<file path="src/rtl/tug_war_referee.sv">
// tug_war_referee: round and match controller for the tug-of-war playfield.
// Turns the raw key levels into single-cycle move pulses and cancels
// simultaneous presses. It scores a round when a player pushes off their end
// light, then holds the light chain in clear for a few cycles. The match ends
// when either score reaches WIN_SCORE.
module tug_war_referee #(
    parameter int SCORE_W     = 3,
    parameter int WIN_SCORE   = 7,
    parameter int HOLD_CYCLES = 4
) (
    input  logic               Clock,
    input  logic               Reset,
    input  logic               keyL,
    input  logic               keyR,
    input  logic               leftEnd,
    input  logic               rightEnd,
    output logic               L,
    output logic               R,
    output logic               res,
    output logic [SCORE_W-1:0] scoreL,
    output logic [SCORE_W-1:0] scoreR,
    output logic               matchOver,
    output logic               winnerL
);

    localparam int CNT_W = (HOLD_CYCLES > 1) ? $clog2(HOLD_CYCLES) : 1;
    localparam logic [CNT_W-1:0]   HOLD_LOAD = CNT_W'(HOLD_CYCLES - 1);
    localparam logic [SCORE_W-1:0] WIN_VAL   = SCORE_W'(WIN_SCORE);

    typedef enum logic [1:0] {
        PLAY  = 2'd0,
        CLEAR = 2'd1,
        DONE  = 2'd2
    } state_e;

    state_e             state_q, state_d;
    logic               kL_q, kR_q;
    logic               L_q, L_d;
    logic               R_q, R_d;
    logic [CNT_W-1:0]   cnt_q, cnt_d;
    logic [SCORE_W-1:0] scoreL_q, scoreL_d;
    logic [SCORE_W-1:0] scoreR_q, scoreR_d;
    logic               matchOver_q, matchOver_d;
    logic               winnerL_q, winnerL_d;

    logic               eL, eR;
    logic [SCORE_W-1:0] incL, incR;

    // Register all state; key history resets high so a key held through reset is ignored.
    always_ff @(posedge Clock or posedge Reset) begin
        if (Reset) begin
            state_q     <= PLAY;
            kL_q        <= 1'b1;
            kR_q        <= 1'b1;
            L_q         <= 1'b0;
            R_q         <= 1'b0;
            cnt_q       <= '0;
            scoreL_q    <= '0;
            scoreR_q    <= '0;
            matchOver_q <= 1'b0;
            winnerL_q   <= 1'b0;
        end else begin
            state_q     <= state_d;
            kL_q        <= keyL;
            kR_q        <= keyR;
            L_q         <= L_d;
            R_q         <= R_d;
            cnt_q       <= cnt_d;
            scoreL_q    <= scoreL_d;
            scoreR_q    <= scoreR_d;
            matchOver_q <= matchOver_d;
            winnerL_q   <= winnerL_d;
        end
    end

    // Edge detection, pulse generation, win scoring and round/match sequencing.
    always_comb begin
        eL          = keyL & ~kL_q;
        eR          = keyR & ~kR_q;
        incL        = scoreL_q + 1'b1;
        incR        = scoreR_q + 1'b1;
        state_d     = state_q;
        cnt_d       = cnt_q;
        scoreL_d    = scoreL_q;
        scoreR_d    = scoreR_q;
        matchOver_d = matchOver_q;
        winnerL_d   = winnerL_q;
        L_d         = eL & ~eR & (state_q == PLAY);
        R_d         = eR & ~eL & (state_q == PLAY);

        case (state_q)
            PLAY: begin
                // The final win also squashes any pulse raised on that edge, so the
                // playfield is already frozen in the first DONE cycle.
                if (L_q && leftEnd) begin
                    scoreL_d = incL;
                    if (incL == WIN_VAL) begin
                        state_d     = DONE;
                        matchOver_d = 1'b1;
                        winnerL_d   = 1'b1;
                        L_d         = 1'b0;
                        R_d         = 1'b0;
                    end else begin
                        state_d = CLEAR;
                        cnt_d   = HOLD_LOAD;
                    end
                end else if (R_q && rightEnd) begin
                    scoreR_d = incR;
                    if (incR == WIN_VAL) begin
                        state_d     = DONE;
                        matchOver_d = 1'b1;
                        winnerL_d   = 1'b0;
                        L_d         = 1'b0;
                        R_d         = 1'b0;
                    end else begin
                        state_d = CLEAR;
                        cnt_d   = HOLD_LOAD;
                    end
                end
            end
            CLEAR: begin
                if (cnt_q == '0) begin
                    state_d = PLAY;
                end else begin
                    cnt_d = cnt_q - 1'b1;
                end
            end
            DONE: begin
                state_d = DONE;
            end
            default: begin
                state_d = PLAY;
            end
        endcase
    end

    assign L         = L_q;
    assign R         = R_q;
    assign res       = (state_q == CLEAR);
    assign scoreL    = scoreL_q;
    assign scoreR    = scoreR_q;
    assign matchOver = matchOver_q;
    assign winnerL   = winnerL_q;

endmodule

</file>
<file path="config.mk">
export PLATFORM = sky130hd
export DESIGN_NAME = tug_war_referee
export DESIGN_NICKNAME = d
export VERILOG_FILES = /design/src/rtl/tug_war_referee.sv
export SDC_FILE = /design/constraint.sdc
export NUM_CORES = 1
export LEC_CHECK = 0
export CAP_MARGIN = 25
export CELL_PAD_IN_SITES_DETAIL_PLACEMENT = 1
export CELL_PAD_IN_SITES_GLOBAL_PLACEMENT = 1
export CORE_MARGIN = 4
export CORE_UTILIZATION = 41
export CTS_CLUSTER_SIZE = 25
export DETAILED_ROUTE_END_ITERATION = 10
export PLACE_DENSITY = 0.92
export SYNTH_ARGS = -nofsm -noshare
export SYNTH_HDL_FRONTEND = slang
export SYNTH_SLANG_ARGS = --single-unit
</file>
<file path="constraint.sdc">
create_clock -name Clock -period 4.2 [get_ports Clock]
set_clock_uncertainty 0.2 [all_clocks]
set_input_delay 0.63 -clock Clock [delete_from_list [all_inputs] [get_ports Clock]]
set_output_delay 0.63 -clock Clock [all_outputs]
set_load 0.05 [all_outputs]
</file>
==> run metrics <==
Synth top area share 42.2%; Final min period 2.64 ns; Least-Margin Pin Slew 0.619 ns; met1 usage 16.8%; max cap viols 0; Worst Path Required 3.37 ns; Routed WL 1850 um; final critical-path share of the clock period 62.9%; vias in the first global route 706; commonest non-fill, non-tap cell in the layout clkdlybuf4s50_1; f_max 379 MHz; RSZ-0062 raised after global routing false; CTS root buf clkbuf_4; post_cts resized 0; CTS tree built; worst skew pair latency 0.29 ns; cells taking the most area after synthesis dfrtp_1, ha_1, dfstp_2; slowest stage delay, CP 0.81 ns; Layout area overhead 26.4%; via count 625; most congested layer reported by global routing met2; num ports 17; Final nets 106; total track usage 15.6%; # rows 16; Core Area 1940 um2; CTS max path bufs 2; die height 53.0 um; Synth cell types 30; Slew HR 58.7%; Initial Util 42.7%; Post-Syn Area per Cell 11.1 um2; dpl ws 1.87 ns; htree depth 1; Lkg Pwr 0.489 nW; Critical-path top delay cell clkdlybuf4s50_1; Worst Setup Start Kind register; worst reg-to-reg setup slack 2.41 ns; Seq/Total Area, Yosys 48.6%; crit path kind reg -> out; first-pass GRT wire length 3160 um; initial antenna violation count 0; final setup margin 1.56 ns; CP Data Arrival Time 1.81 ns; Synth area leader dfrtp_1; Crit path buffers/inverters 1; fillers 214; Post-Route Setup TNS 0 ns; Synth Cell Area 830 um2; clock-pin slew on the worst setup and hold paths 0.10 ns; Seq cells post-synth 16; CP delay by family, top buffers and inverters; Final setup viols 0; gpl congestion 0.720; Post-route DRC 0; port bufs 16; Ant. Diodes 0; drt pass-1 iters 3; CTS Hold Bufs 0; met2 Usage GRT 30.4%; largest net degree at the start of global routing 17; met3 usage 2.54%; detailed placement HPWL 1440 um; post-CTS setup buffer count 0; Pwr Density 712 nW/um2; Worst VDD drop 0.314 mV; Post-Synthesis Cells 75; Setup crit end kind output pin; critical path cell sequence nor2_1 > clkdlybuf4s50_1; die width 53.0 um; vias per cell 5.17; most frequent cells in the layout clkdlybuf4s50_1, dfrtp_1, nand2_1, inv_1, ha_1; run status finished clean; post-route ant nets 0; CTS Buf Count 3; syn_nets 86; Clock Sinks 16; worst-path maximum fanout 8; Overflow after GRT 0; Synth Warn # 0; die area 2810 um2; Worst Hold Class reg -> reg; Slew Viols, Final 0; Final Hold Viols 0; layout cell share with drive strength beyond 1 12.8%; Initial DRC Count 3; drt wl/cell 15.3 um
-- worst paths after layout --
path	cells after the start	endpoint	startpoint
setup / recovery	2	res	state_q[1]$_DFFE_PP0P_
hold / removal	1	matchOver$_DFFE_PP0P_	matchOver$_DFFE_PP0P_
setup reg to reg	6	R$_DFF_PP0_	scoreR[0]$_DFFE_PP0P_
hold reg to reg	1	matchOver$_DFFE_PP0P_	matchOver$_DFFE_PP0P_
max in group asynchronous	2	cnt_q[0]$_DFFE_PP0P_	Reset
min in group asynchronous	2	scoreL[0]$_DFFE_PP0P_	Reset
-- kinds of logic (layout without fill, tap and decap cells) --
family / Yosys count / after routing / share of synthesized area, %
flip-flops: 16 / 16 / 48.6
AO/OA/AOI/OAI: 14 / 14 / 15.5
adder cells (fa/ha/maj): 5 / 5 / 7.54
XOR/XNOR: 6 / 6 / 6.34
AND/OR/NAND/NOR: 24 / 24 / 15.8
multiplexers: 1 / 1 / 1.21
buffers and inverters: 9 / 28 / 4.98
-- power breakdown --
group / switching (mW) / internal, mW
combinational: 0.255 / 0.138
clock: 0.0526 / 0.0528
sequential: 0.0470 / 0.201
total: 0.354 / 0.392
-- sequential cells by signal (all words and copies together) (netlist names) --
name	flops
scoreL	3
scoreR	3
cnt_q	2
state_q	2
L	1
R	1
kL_q	1
kR_q	1
matchOver	1
winnerL	1
-- metrics by stage --
stage | hold slack (ns) | instances | instance area (um2) | utilization [%] | power, mW
after floorplan | 0.315 | 75 | 830 | - | 0.523
after global placement | 0.272 | 117 | 1010 | 52.1 | 0.626
after detailed placement | 0.284 | 117 | 1010 | 52.1 | 0.648
after CTS | 0.310 | 121 | 1050 | 54.0 | 0.755
after global routing | 0.326 | 121 | 1050 | 54.0 | 0.800
final | 0.302 | 121 | 1050 | 54.0 | 0.746
-- synth_stat cells (all sizes together) --
cell type,instances
dfrtp,14
nand2,9
inv,8
ha,5
nor2,5
nand4,3
o21ai,3
xnor2,3
xor2,3
a21oi,2
dfstp,2
nor2b,2
a21boi,1
a221oi,1
a22oi,1
a31oi,1
and3,1
buf,1
mux2i,1
nand2b,1
nand3,1
nor3,1
nor4,1
o211ai,1
o21a,1
o21bai,1
o221ai,1
o2bb2ai,1
-- layer usage --
| metal | vias up | wire [um] |
|---|---|---|
| li1 | 290 | - |
| met1 | 319 | 750 |
| met2 | 12 | 1030 |
| met3 | 4 | 40 |
| met4 | 0 | 28 |
| met5 | - | 0 |
-- worst reg2reg max path: stages (launching register included) --
cell,delay (ns)
dfrtp_1,0.43
inv_1,0.07
ha_1,0.14
a21boi_1,0.36
nand2_1,0.13
o221ai_1,0.24
nor4_1,0.09
-- layout make-up --
cell class	count	area, um2	share of cell area (%)
clock buffers	4	36.3	3.46
multi-input cells	50	385	36.8
flip-flops and latches	16	403	38.4
well taps	27	33.8	3.22
inverters	8	30.0	2.86
repair buffers	16	160	15.3
No activity file was read; power rests on OpenSTA's default activity.
